`src/rtl/gadget_pool.sv`:
```
// Falling-gadget pool: spawns gadgets from broken bricks and steps their Y once per handshake, frame by frame.
// Optional GADGET_POOL_MISS_CNT_EN adds an 8-bit saturating count of gadgets lost at the floor.
module gadget_pool #(
    parameter int NUM_SLOTS = 4,
    parameter int XW        = 10,
    parameter int YW        = 10,
    parameter int TYPE_W    = 3,
    parameter int STEP_W    = 5,
    parameter int INIT_STEP = 5,
    parameter int MAX_STEP  = 15,
    parameter int FLOOR_Y   = 479,
    localparam int SW = (NUM_SLOTS > 1) ? $clog2(NUM_SLOTS) : 1
) (
    input  logic                          clk,
    input  logic                          rst_n,
    input  logic                          i_cal_frame,
    input  logic                          i_gadget_gen,
    input  logic [TYPE_W-1:0]             i_gadget_type_by_brick,
    input  logic [XW-1:0]                 i_gadget_initX,
    input  logic [YW-1:0]                 i_gadget_initY,
    input  logic                          i_gadget_eaten,
    input  logic [SW-1:0]                 i_eaten_slot,
    input  logic                          i_gadget_req,
    output logic                          o_gadget_ack,
    output logic [SW-1:0]                 o_move_slot,
    output logic                          o_gadget_frame_term,
    output logic [NUM_SLOTS-1:0]          o_slot_active,
    output logic [NUM_SLOTS*XW-1:0]       o_gadgetX,
    output logic [NUM_SLOTS*YW-1:0]       o_gadgetY,
    output logic [NUM_SLOTS*TYPE_W-1:0]   o_gadget_type,
    output logic                          o_gen_drop
`ifdef GADGET_POOL_MISS_CNT_EN
    ,
    output logic [7:0]                    o_miss_cnt
`endif
);
    localparam int PW = $clog2(NUM_SLOTS + 1);
    localparam logic [YW-1:0]     FLOOR  = YW'(FLOOR_Y);
    localparam logic [STEP_W-1:0] S_INIT = STEP_W'(INIT_STEP);
    localparam logic [STEP_W-1:0] S_MAX  = STEP_W'(MAX_STEP);
    localparam logic [STEP_W-1:0] S_ONE  = STEP_W'(1);

    typedef enum logic [1:0] {IDLE, SELECT, MOVE, FRAME_TERM} state_t;

    state_t state, state_nxt;
    logic [PW-1:0]      ptr, ptr_nxt;
    logic [STEP_W-1:0]  cnt, cnt_nxt;

    logic [NUM_SLOTS-1:0] active, dir;
    logic [XW-1:0]        pos_x [NUM_SLOTS];
    logic [YW-1:0]        pos_y [NUM_SLOTS];
    logic [TYPE_W-1:0]    typ   [NUM_SLOTS];
    logic [STEP_W-1:0]    step  [NUM_SLOTS];

    logic [NUM_SLOTS-1:0] eat_mask, scan_mask;
    logic                 any_free, found;
    logic [SW-1:0]        alloc, sel, ps;
    logic [YW-1:0]        cur_y, mv_y;
    logic [STEP_W-1:0]    cur_step, mv_step, cnt_left;
    logic [STEP_W:0]      step2;
    logic                 cur_dir, mv_dir, mv_we, mv_clear;

    assign ps       = ptr[SW-1:0];
    assign cur_y    = pos_y[ps];
    assign cur_step = step[ps];
    assign cur_dir  = dir[ps];
    assign cnt_left = cnt - S_ONE;

    // Eating an inactive slot is a no-op, so only live slots enter the mask.
    always_comb begin
        eat_mask = '0;
        if (i_gadget_eaten && (32'(i_eaten_slot) < NUM_SLOTS))
            eat_mask[i_eaten_slot] = active[i_eaten_slot];
    end

    // Slots eaten this cycle are hidden from the scan so a cleared slot never gets an ack.
    assign scan_mask = active & ~eat_mask;

    always_comb begin
        any_free = 1'b0;
        alloc    = '0;
        found    = 1'b0;
        sel      = '0;
        for (int unsigned i = 0; i < NUM_SLOTS; i++) begin
            if (!active[i] && !any_free) begin
                any_free = 1'b1;
                alloc    = SW'(i);
            end
            if (scan_mask[i] && !found && (i >= 32'(ptr))) begin
                found = 1'b1;
                sel   = SW'(i);
            end
        end
    end

    always_comb begin
        state_nxt           = state;
        ptr_nxt             = ptr;
        cnt_nxt             = cnt;
        mv_we               = 1'b0;
        mv_clear            = 1'b0;
        mv_y                = cur_y;
        mv_dir              = cur_dir;
        mv_step             = cur_step;
        step2               = '0;
        o_gadget_ack        = 1'b0;
        o_move_slot         = '0;
        o_gadget_frame_term = 1'b0;
        case (state)
            IDLE: if (i_cal_frame) begin
                state_nxt = SELECT;
                ptr_nxt   = '0;
            end
            SELECT: if (found) begin
                state_nxt = MOVE;
                ptr_nxt   = PW'(sel);
                cnt_nxt   = step[sel];
            end else begin
                state_nxt = FRAME_TERM;
            end
            MOVE: begin
                o_gadget_ack = 1'b1;
                o_move_slot  = ps;
                if (eat_mask[ps]) begin
                    state_nxt = SELECT;
                    ptr_nxt   = ptr + PW'(1);
                end else if (i_gadget_req) begin
                    mv_we = 1'b1;
                    if (!cur_dir) begin
                        if (cur_y == '0) begin
                            mv_y   = cur_y + YW'(1);
                            mv_dir = 1'b1;
                        end else begin
                            mv_y   = cur_y - YW'(1);
                            mv_dir = (mv_y == '0);
                        end
                    end else begin
                        mv_y = cur_y + YW'(1);
                    end
                    if (cur_dir && (mv_y >= FLOOR)) begin
                        mv_clear  = 1'b1;
                        state_nxt = SELECT;
                        ptr_nxt   = ptr + PW'(1);
                    end else if (cnt_left == '0) begin
                        // Speed update uses the direction after any bounce off Y=0 this handshake.
                        if (!mv_dir) begin
                            if (cur_step != S_ONE) mv_step = cur_step - STEP_W'(2);
                            else                   mv_dir  = 1'b1;
                        end else begin
                            step2   = {1'b0, cur_step} + (STEP_W+1)'(2);
                            mv_step = (step2 > {1'b0, S_MAX}) ? S_MAX : step2[STEP_W-1:0];
                        end
                        cnt_nxt   = '0;
                        state_nxt = SELECT;
                        ptr_nxt   = ptr + PW'(1);
                    end else begin
                        cnt_nxt = cnt_left;
                    end
                end
            end
            FRAME_TERM: begin
                o_gadget_frame_term = 1'b1;
                state_nxt           = IDLE;
            end
            default: state_nxt = IDLE;
        endcase
    end

    always_ff @(posedge clk or negedge rst_n) begin
        if (!rst_n) begin
            state <= IDLE;
            ptr   <= '0;
            cnt   <= '0;
        end else begin
            state <= state_nxt;
            ptr   <= ptr_nxt;
            cnt   <= cnt_nxt;
        end
    end

    always_ff @(posedge clk or negedge rst_n) begin
        if (!rst_n) begin
            active     <= '0;
            dir        <= '0;
            o_gen_drop <= 1'b0;
            for (int unsigned i = 0; i < NUM_SLOTS; i++) begin
                pos_x[i] <= '0;
                pos_y[i] <= '0;
                typ[i]   <= '0;
                step[i]  <= '0;
            end
        end else begin
            o_gen_drop <= 1'b0;
            if (i_gadget_gen && (i_gadget_type_by_brick != '0)) begin
                if (any_free) begin
                    active[alloc] <= 1'b1;
                    pos_x[alloc]  <= i_gadget_initX;
                    pos_y[alloc]  <= i_gadget_initY;
                    typ[alloc]    <= i_gadget_type_by_brick;
                    step[alloc]   <= S_INIT;
                    dir[alloc]    <= 1'b0;
                end else begin
                    o_gen_drop <= 1'b1;
                end
            end
            if (mv_we) begin
                pos_y[ps] <= mv_y;
                if (mv_clear) begin
                    active[ps] <= 1'b0;
                    typ[ps]    <= '0;
                end else begin
                    dir[ps]  <= mv_dir;
                    step[ps] <= mv_step;
                end
            end
            for (int unsigned i = 0; i < NUM_SLOTS; i++) begin
                if (eat_mask[i]) begin
                    active[i] <= 1'b0;
                    typ[i]    <= '0;
                end
            end
        end
    end

`ifdef GADGET_POOL_MISS_CNT_EN
    always_ff @(posedge clk or negedge rst_n) begin
        if (!rst_n)                          o_miss_cnt <= '0;
        else if (mv_clear && o_miss_cnt != 8'hFF) o_miss_cnt <= o_miss_cnt + 8'd1;
    end
`endif

    assign o_slot_active = active;
    for (genvar g = 0; g < NUM_SLOTS; g++) begin : g_pack
        assign o_gadgetX[g*XW +: XW]             = pos_x[g];
        assign o_gadgetY[g*YW +: YW]             = pos_y[g];
        assign o_gadget_type[g*TYPE_W +: TYPE_W] = typ[g];
    end

endmodule

```
`config.mk`:
```
export PLATFORM = sky130hd
export DESIGN_NAME = gadget_pool
export DESIGN_NICKNAME = d
export VERILOG_FILES = /design/src/rtl/gadget_pool.sv
export SDC_FILE = /design/constraint.sdc
export NUM_CORES = 1
export LEC_CHECK = 0
export ABC_CLOCK_PERIOD_IN_PS = 4800
export CAP_MARGIN = 25
export CORE_MARGIN = 2
export CORE_UTILIZATION = 35
export DETAILED_ROUTE_END_ITERATION = 10
export GPL_ROUTABILITY_DRIVEN = 0
export PLACE_DENSITY = 0.56
export SKIP_LAST_GASP = 1
export SYNTH_ARGS = -nofsm -noshare
export SYNTH_HDL_FRONTEND = slang
export SYNTH_SLANG_ARGS = --single-unit
```
`constraint.sdc`:
```
create_clock -name clk -period 4.8 [get_ports clk]
set_clock_uncertainty 0.05 [all_clocks]
set_input_delay 0.72 -clock clk [delete_from_list [all_inputs] [get_ports clk]]
set_output_delay 0.72 -clock clk [all_outputs]
set_load 0.01 [all_outputs]
```
# [Word-level counts from Yosys, hierarchy flattened]
# Cells that the tools add are included.
[word_totals] inputBits=31 elab_cells=249 output_inout_bits=101 regBits=131
[classes] n_reduce_logical=36 n_bitwise=16 n_lt_le_gt_ge=17 eq_ne=11 n_mux=141 addsub=6
[op_table] op="$bwmux 40" count=3
[op_table] op="$mux 10" count=12
[op_table] op="$mux 40" count=3
[op_table] op="$mux 5" count=19
[op_table] op="$mux 20" count=4
[op_table] op="$mux 12" count=4
[op_table] op="$mux 1" count=44
[op_table] op="$demux 10 s2" count=2
[op_table] op="$mux 3" count=12
[op_table] op="$mux 4" count=9
[op_table] op="$and 12x12->12" count=2
[op_table] op="$not 12->12" count=2
[op_table] op="$bmux 10 s2" count=1
[op_table] op="$bmux 5 s2" count=2
[op_table] op="$bwmux 20" count=1
[op_table] op="$demux 5 s2" count=2
[op_table] op="$logic_not 10->1" count=2
[op_table] op="$mux 2" count=10
[op_table] op="$logic_and 1x1->1" count=17
[op_table] op="$and 4x4->4" count=4
[op_table] op="$bwmux 12" count=1
[op_table] op="$demux 3 s2" count=2
[op_table] op="$not 4->4" count=3
[op_table] op="$add 10x1->10 const B" count=1
[op_table] op="other kinds (36)" count=65

# [Depth between registers and ports, before layout]
# Gate-level depths: netlist (run 1).
[logic_depth] word_depth=28 ltp_mapped=16 mapped_depth_nobuf=12

# [Least setup slack after synthesis (run 1)]
# OpenSTA, ideal clock, no wires.
[synth_path] path_type="reg2reg" startpoint="register ptr[0]" endpoint="register cnt[4]" synth_period_minus_slack_ps=3975 setup_time_ps=124 stages_incl_launch_ff=17 arrival_ps=3801 t_required_ps=4626 n_path_buf=4 path_slack_ps=825 cell_sequence="dfrtp_1 -> buf_6 -> buf_6 -> mux4_2 -> buf_2 -> inv_1 -> ha_1 -> nand2b_1 -> o22ai_1 -> and4_1 -> o31ai_1 -> xor2_1 -> a311o_1 -> and2_1 -> buf_6 -> o21a_4 -> a211o_1"
[synth_via] elab_chain_len=21 word_cells_on_any_way=49 cone_classes="add/sub: 2; order compare: 5; eq/ne: 3; mux: 24; bitwise: 2; reduce/logical: 13"
[synth_rtl] item="start, declared" line_no="46" source="logic [PW-1:0] ptr, ptr_nxt;"
[synth_rtl] item="start signal, assigned" line_no="176" source="ptr <= ptr_nxt;"
[synth_rtl] item="branches (longest 21 deep; another with $sub 10x1->10)"
[synth_rtl] item="end signal, assigned" line_no="177" source="cnt <= cnt_nxt;"
[synth_rtl] item="end, declared" line_no="47" source="logic [STEP_W-1:0] cnt, cnt_nxt;"
# Several ways; the timed one is not identified. The select of a mux whose other input is x is not followed.
# A chain may end at the register's enable or synchronous reset.

# [Worst setup path after layout (run 1)]
[layout_path] startpoint="register ptr[0]" endpoint="register state[1]"
[layout_via] elab_chain_len=16 word_cells_on_any_way=25 cone_classes="add/sub: 2; order compare: 1; eq/ne: 2; mux: 16; bitwise: 1; reduce/logical: 3"
[layout_rtl] item="$not 2->3 (implied by the code)" line_no="64" source="assign cur_y = pos_y[ps];"
[layout_rtl] item="$bmux 10 s2" line_no="64"
[layout_rtl] item="$mux 10 (implied by the code) (2 in series)" line_no="64"
[layout_rtl] item="$sub 10x1->10, or another cell as far along" line_no="134" source="mv_y = cur_y - YW'(1);"
[layout_rtl] item="$mux 10" line_no="130" source="if (cur_y == '0) begin"
[layout_rtl] item="$mux 10" line_no="129" source="if (!cur_dir) begin"
[layout_rtl] item="$mux 10" line_no="127" source="end else if (i_gadget_req) begin"
[layout_rtl] item="$mux 10" line_no="124" source="if (eat_mask[ps]) begin"
[layout_rtl] item="$mux 10" line_no="109" source="case (state)"
[layout_rtl] item="$ge 10x9->1" line_no="140" source="if (cur_dir && (mv_y >= FLOOR)) begin"
[layout_rtl] item="$logic_and 1x1->1" line_no="140"
[layout_rtl] item="$mux 2" line_no="140"
[layout_rtl] item="$mux 2" line_no="127"
[layout_rtl] item="$mux 2" line_no="124"
[layout_rtl] item="$pmux 2 s4" line_no="109"
[layout_rtl] item="end signal, assigned" line_no="175" source="state <= state_nxt;"
[layout_rtl] item="end, declared" line_no="45" source="state_t state, state_nxt;"
# Parallel ways exist; a longest one is shown, timed or not. The select of a mux whose other input is x is not followed.

==> impl_metrics.env, run 1 <==
export IMPL_outcome="complete, no violations"
export IMPL_yosys_warnings=0
export IMPL_synthesis_nets=893
export IMPL_drt_wl_total_um=24260
export IMPL_die_h_um=149.0
export IMPL_ioPinCount=132
export IMPL_post_drt_via_cell_ratio=5.273
export IMPL_hp_class="input port to async pin"
export IMPL_grt_pass1_wl_um=38050
export IMPL_synth_async_sr_flop_share_pct=100.0
export IMPL_clock_latency_ps=430
export IMPL_endpoint_kind="flip-flop"
export IMPL_synthCells=847
export IMPL_vias=6633
export IMPL_crit_fanout=9
export IMPL_diodes=0
export IMPL_fin_total_pwr_w=0.006102
export IMPL_finalNetCount=1016
export IMPL_crit_arrival_ps=4550
export IMPL_r2r_slack_ps=510
export IMPL_setup_tns_ps=0
export IMPL_cts_root_buffer="clkbuf_16"
export IMPL_cts_resized=0
export IMPL_max_freq_mhz=233.3
export IMPL_ys_ff_latch=131
export IMPL_rr_worst_depth=13
export IMPL_cts_hold_buffers=0
export IMPL_cp_start_kind="flip-flop"
export IMPL_synth_edff_count=0
export IMPL_synth_main_ff_cell="dfrtp_1"
export IMPL_area_growth_syn_to_layout_pct=29.88
export IMPL_drv_cap=0
export IMPL_yosysUniqueCellTypes=61
export IMPL_rr_startpoint="ptr[0]"
export IMPL_dp_hpwl_um=16620
export IMPL_leakage_nw=4.079
export IMPL_path_clk_slew_ps=70
export IMPL_finalCritPeriodShare_pct=89.30
export IMPL_postCtsSetupBuffers=0
export IMPL_worst_pin_slew_ps=862.8
export IMPL_route_detailed_drc=0
export IMPL_fin_cells=1258
export IMPL_start_util_pct=35.36
export IMPL_fp_coreArea_mm2=0.02082
export IMPL_path_class="flip-flop to flip-flop"
export IMPL_antenna_found_initial=0
export IMPL_io_buffers=131
export IMPL_setup_viol=0
export IMPL_crit_required_ps=5070
export IMPL_first_iter_violations=553
export IMPL_grt_pass1_vias=6598
export IMPL_r2r_end="state[1]"
export IMPL_cts_buffers=17
export IMPL_irDropWorstVdd_mv=0.2797
export IMPL_grt_max_degree=50
export IMPL_h_tree_depth=4
export IMPL_hold_slack_ps=171.5
export IMPL_synth_top_area_share_pct=44.53
export IMPL_cts_tree="built"
export IMPL_routedWlPerCell_um=19.29
export IMPL_design_area_mm2=0.009562
export IMPL_rsz0062_at_grt="no"
export IMPL_fin_crit_ps=4286
export IMPL_placed_cells=1225
export IMPL_num_fill_cells=2049
export IMPL_synth_area_per_cell_um2=8.692
export IMPL_maxSlewViolCount=0
export IMPL_placed_cell_area_mm2=0.008965
export IMPL_p_per_area_mw_per_mm2=638.2
export IMPL_dr_pass1_iters=5
export IMPL_maxSlewHeadroom_pct=42.36
export IMPL_netlist_area_mm2=0.007362
export IMPL_grt_remaining_overflow=0
export IMPL_dieArea_mm2=0.02221
export IMPL_die_w_um=149.0
export IMPL_cts_buffer_depth=2
export IMPL_antenna_left=0
export IMPL_grt_total_usage_pct=22.46
export IMPL_yosysSeqAreaShare_pct=44.53
export IMPL_timing_final_hold_violations=0
export IMPL_core_rowCount=53
export IMPL_yosys_top_cells_area="dfrtp_1 45%, nand2_1 14%, mux4_2 5.2%"
export IMPL_drive_gt1_share_pct=9.156
export IMPL_cts_sinks=131
export IMPL_yosysTopAreaCell="dfrtp_1"
[power breakdown]
part           internal [W]  leakage [nW]  switching (W)
sequential          0.00150          1.63       0.000357
clock              0.000695         0.281       0.000605
combinational       0.00137          2.17        0.00157
total               0.00357          4.08        0.00253
[worst max path at each step]
stage	start	end	slack [ps]	cells past startpoint
global route	ptr[0]	state[0]	180	13
detailed placement	ptr[0]	state[0]	500	13
floorplan	ptr[0]	cnt[4]	830	16
finish	ptr[0]	state[1]	510	13
CTS	ptr[0]	state[1]	490	13
global placement	ptr[0]	state[0]	570	13
[layer usage]
layer	routed length, um	global-route usage [%]	vias to the layer above
li1	-	-	3151
met1	10670	30.52	3221
met2	11310	34.86	235
met3	1898	6.544	26
met4	382	6.714	0
met5	0	0	-
[registers in the layout, summed over array words and instances, names as in the netlist, 2 cells and up]
name / flops
o_gadget_type: 12
o_slot_active: 4
dir: 4
step: 20
o_gadgetX: 40
ptr: 3
state: 2
cnt: 5
o_gadgetY: 40
[cell families (layout without fill, tap and decap cells)]
kind of cell | after synthesis | count (layout) | synth area share (%)
AOI/OAI and AO/OA | 131 | 131 | 11.73
xor gates and xnor gates | 19 | 19 | 2.260
adders and majority gates | 15 | 15 | 2.549
buffers and inverters | 66 | 202 | 3.739
DFF | 131 | 131 | 44.53
muxes | 57 | 57 | 10.72
and+or+nand+nor | 428 | 428 | 24.47
[cells in the mapped netlist (3+ instances only)]
| library cell | instances |
|---|---|
| o21ai_0 | 25 |
| nor4b_1 | 3 |
| clkbuf_1 | 35 |
| or3_1 | 4 |
| nand2b_1 | 6 |
| buf_2 | 4 |
| dfrtp_1 | 131 |
| o221ai_1 | 4 |
| and2_1 | 3 |
| a31oi_1 | 32 |
| nand4_1 | 3 |
| xor2_1 | 5 |
| a21oi_1 | 32 |
| o31a_1 | 3 |
| o22ai_1 | 5 |
| a211oi_1 | 3 |
| mux2_2 | 5 |
| o21a_1 | 3 |
| nor2_1 | 69 |
| or2_2 | 4 |
| mux2i_1 | 35 |
| nor4_1 | 5 |
| nand2_1 | 284 |
| nor3_1 | 15 |
| inv_1 | 23 |
| ha_1 | 15 |
| xnor2_1 | 14 |
| nand3_1 | 16 |
| nor2b_1 | 6 |
| mux4_2 | 17 |
| buf_6 | 3 |
[cells in the final DEF (no fill, tap or decap), types with 14 or more instances in the layout]
cell type        Yosys  routed
o21ai_0             25      25
nor3_1              15      15
clkdlybuf4s50_1      0     130
xnor2_1             14      14
mux4_2              17      17
nor2_1              69      67
ha_1                15      15
dfrtp_1            131     131
buf_4                0      15
inv_1               23      23
a31oi_1             32      32
clkbuf_16            0      17
mux2i_1             35      35
nand2_1            284     284
a21oi_1             32      32
nand3_1             16      16
[worst max-delay path: stages, from the launching register on]
cell	delay [ps]
dfrtp_1	390
buf_4	210
mux4_2	530
inv_1	70
ha_1	240
nand2b_1	100
o22ai_1	330
a41oi_4	270
mux2i_1	190
xnor2_1	350
a311o_1	450
o21ai_0	210
a21boi_0	400
mux2_2	390
[cell type report]
type / count / area, um2 / area share, %
flip-flops and latches: 131 / 3278 / 34.28
repair buffers: 147 / 1440 / 15.06
multi-input cells: 650 / 3831 / 40.07
clock inverters: 15 / 156.4 / 1.636
inverters: 23 / 86.33 / 0.9029
well taps: 275 / 344.1 / 3.599
clock buffers: 17 / 425.4 / 4.449
[through the flow]
stage,worst slack [ps],util [%]
floorplan,825.2,-
global placement,568.1,43.05
detailed placement,500.8,43.05
CTS,490.1,45.85
global route,176.9,45.92
finish,513.7,45.92
Power figures use the tool's default switching activity.
==> run 2, diff against run 1 <==
--- a/config.mk
+++ b/config.mk
@@ -8,10 +8,11 @@
 export ABC_CLOCK_PERIOD_IN_PS = 4800
 export CAP_MARGIN = 25
 export CORE_MARGIN = 2
-export CORE_UTILIZATION = 35
+export CORE_UTILIZATION = 53
+export CTS_CLUSTER_DIAMETER = 60
 export DETAILED_ROUTE_END_ITERATION = 10
 export GPL_ROUTABILITY_DRIVEN = 0
-export PLACE_DENSITY = 0.56
+export PLACE_DENSITY = 0.79
 export SKIP_LAST_GASP = 1
 export SYNTH_ARGS = -nofsm -noshare
 export SYNTH_HDL_FRONTEND = slang
==> impl_metrics.env, run 2 (synthesis results as in run 1) <==
export IMPL_vias=7077
export IMPL_fin_crit_ps=4364
export IMPL_cts_sinks=131
export IMPL_grt_remaining_overflow=0
export IMPL_first_iter_violations=796
export IMPL_top_layer="met4"
export IMPL_route_detailed_drc=0
export IMPL_clock_latency_ps=430
export IMPL_p_per_area_mw_per_mm2=642.4
export IMPL_die_h_um=121.9
export IMPL_final_util_pct=68.50
export IMPL_leakage_nw=4.064
export IMPL_diodes=0
export IMPL_pre_cts_ws_ps=196.2
export IMPL_cts_hold_buffers=0
export IMPL_dieArea_mm2=0.01485
export IMPL_crit_arrival_ps=4630
export IMPL_crit_required_ps=5060
export IMPL_cts_resized=0
export IMPL_cts_tree="built"
export IMPL_io_buffers=131
export IMPL_drt_met1_wl_um=9180
export IMPL_antenna_left=0
export IMPL_setup_viol=0
export IMPL_post_drt_via_cell_ratio=6.080
export IMPL_routedWlPerCell_um=20.09
export IMPL_crit_fanout=12
export IMPL_timing_final_hold_violations=0
export IMPL_start_util_pct=53.66
export IMPL_num_fill_cells=1055
export IMPL_maxSlewHeadroom_pct=48.99
export IMPL_cts_buffer_depth=2
export IMPL_antenna_found_initial=0
export IMPL_dp_hpwl_um=15810
export IMPL_h_tree_depth=4
export IMPL_path_class="flip-flop to flip-flop"
export IMPL_cts_root_buffer="clkbuf_16"
export IMPL_rsz0062_at_grt="no"
export IMPL_fp_coreArea_mm2=0.01372
export IMPL_routed_wl_met3_um=2345
export IMPL_grt_pass1_wl_um=36630
export IMPL_drv_cap=0
export IMPL_rr_worst_depth=12
export IMPL_cts_buffers=17
export IMPL_postCtsSetupBuffers=0
export IMPL_irDropWorstVdd_mv=0.3552
export IMPL_cp_start_kind="flip-flop"
export IMPL_grt_pass1_vias=6885
export IMPL_setup_tns_ps=0
export IMPL_drive_gt1_share_pct=9.350
export IMPL_max_freq_mhz=229.2
export IMPL_final_common_cell="nand2_1"
export IMPL_outcome="complete, no violations"
export IMPL_grt_total_usage_pct=32.36
export IMPL_core_rowCount=43
export IMPL_route_met2_wl_um=11200
export IMPL_ff_latch_area_mm2=0.003279
export IMPL_fin_total_pwr_w=0.006037
export IMPL_grt_max_degree=60
export IMPL_finalCritPeriodShare_pct=90.91
export IMPL_hp_class="input port to async pin"
export IMPL_endpoint_kind="flip-flop"
export IMPL_die_w_um=121.9
export IMPL_setup_ws_ps=436.2
export IMPL_area_growth_syn_to_layout_pct=27.65
export IMPL_path_clk_slew_ps=60
export IMPL_finalNetCount=1017
export IMPL_dr_pass1_iters=6
export IMPL_multiInputGateArea_mm2=0.003820
export IMPL_worst_pin_slew_ps=765.2
export IMPL_final_cell_mix="284 x nand2_1, 130 x dfrtp_1, 130 x clkdlybuf4s50_1"
export IMPL_maxSlewViolCount=0
export IMPL_ioPinCount=132
export IMPL_drt_wl_total_um=23380
==> run 2: changes by cell type in the layout (fill, tap and decap cells not counted), sizes merged <==
cell    change
inv         -3
clkinv      +3
buf         +1
==> run 2: layout make-up <==
class                           count  area share (%)
Timing Repair Buffer              148           15.28
Inverter                           23          0.9187
Clock buffer                       17           4.527
Tap cell                          180           2.396
Sequential cell                   131           34.90
Multi-Input combinational cell    650           40.65
Clock inverter                     15           1.331
==> run 2: power by group <==
| part | switching, W | internal [W] |
|---|---|---|
| registers | 0.000368 | 0.00151 |
| clock network | 0.000553 | 0.000675 |
| logic | 0.00157 | 0.00137 |
| total | 0.00249 | 0.00355 |
==> run 2: path summary, 6_finish.rpt <==
path                                from             to  slack (ps)
max reg2reg                       ptr[0]         ptr[1]         440
max                               ptr[0]         ptr[1]         440
min in group clk           o_gadgetX[20]  o_gadgetX[20]         420
max in group asynchronous          rst_n  o_gadgetX[20]        3390
min                                rst_n         cnt[3]         310
min reg2reg                o_gadgetX[20]  o_gadgetX[20]         420
==> run 2: through the flow <==
step           area [um2]  hold slack [ps]  instances
6_report             9398            313.2       1164
5_1_grt              9398            370.0       1164
4_1_cts              9395            331.1       1164
3_5_place_dp         8845            411.4       1132
3_3_place_gp         8845            407.0       1132
2_1_floorplan        7362            374.4        847
==> run 2: metal layers <==
layer	up-vias	global-route usage [%]
met1	3427	42.47
li1	3153	-
met2	423	51.19
met4	0	13.29
met3	74	8.567
met5	-	0
==> run 2: worst max-delay path, cell delays in order (launching register included) <==
cell and delay, ps:
dfrtp_2 570, mux4_2 670, inv_1 100, ha_1 220
nand2b_1 90, o22ai_1 310, a41oi_4 270, mux2i_1 200
xnor2_1 390, a311o_2 400, o21ai_0 190, a21oi_1 370
mux2_2 390
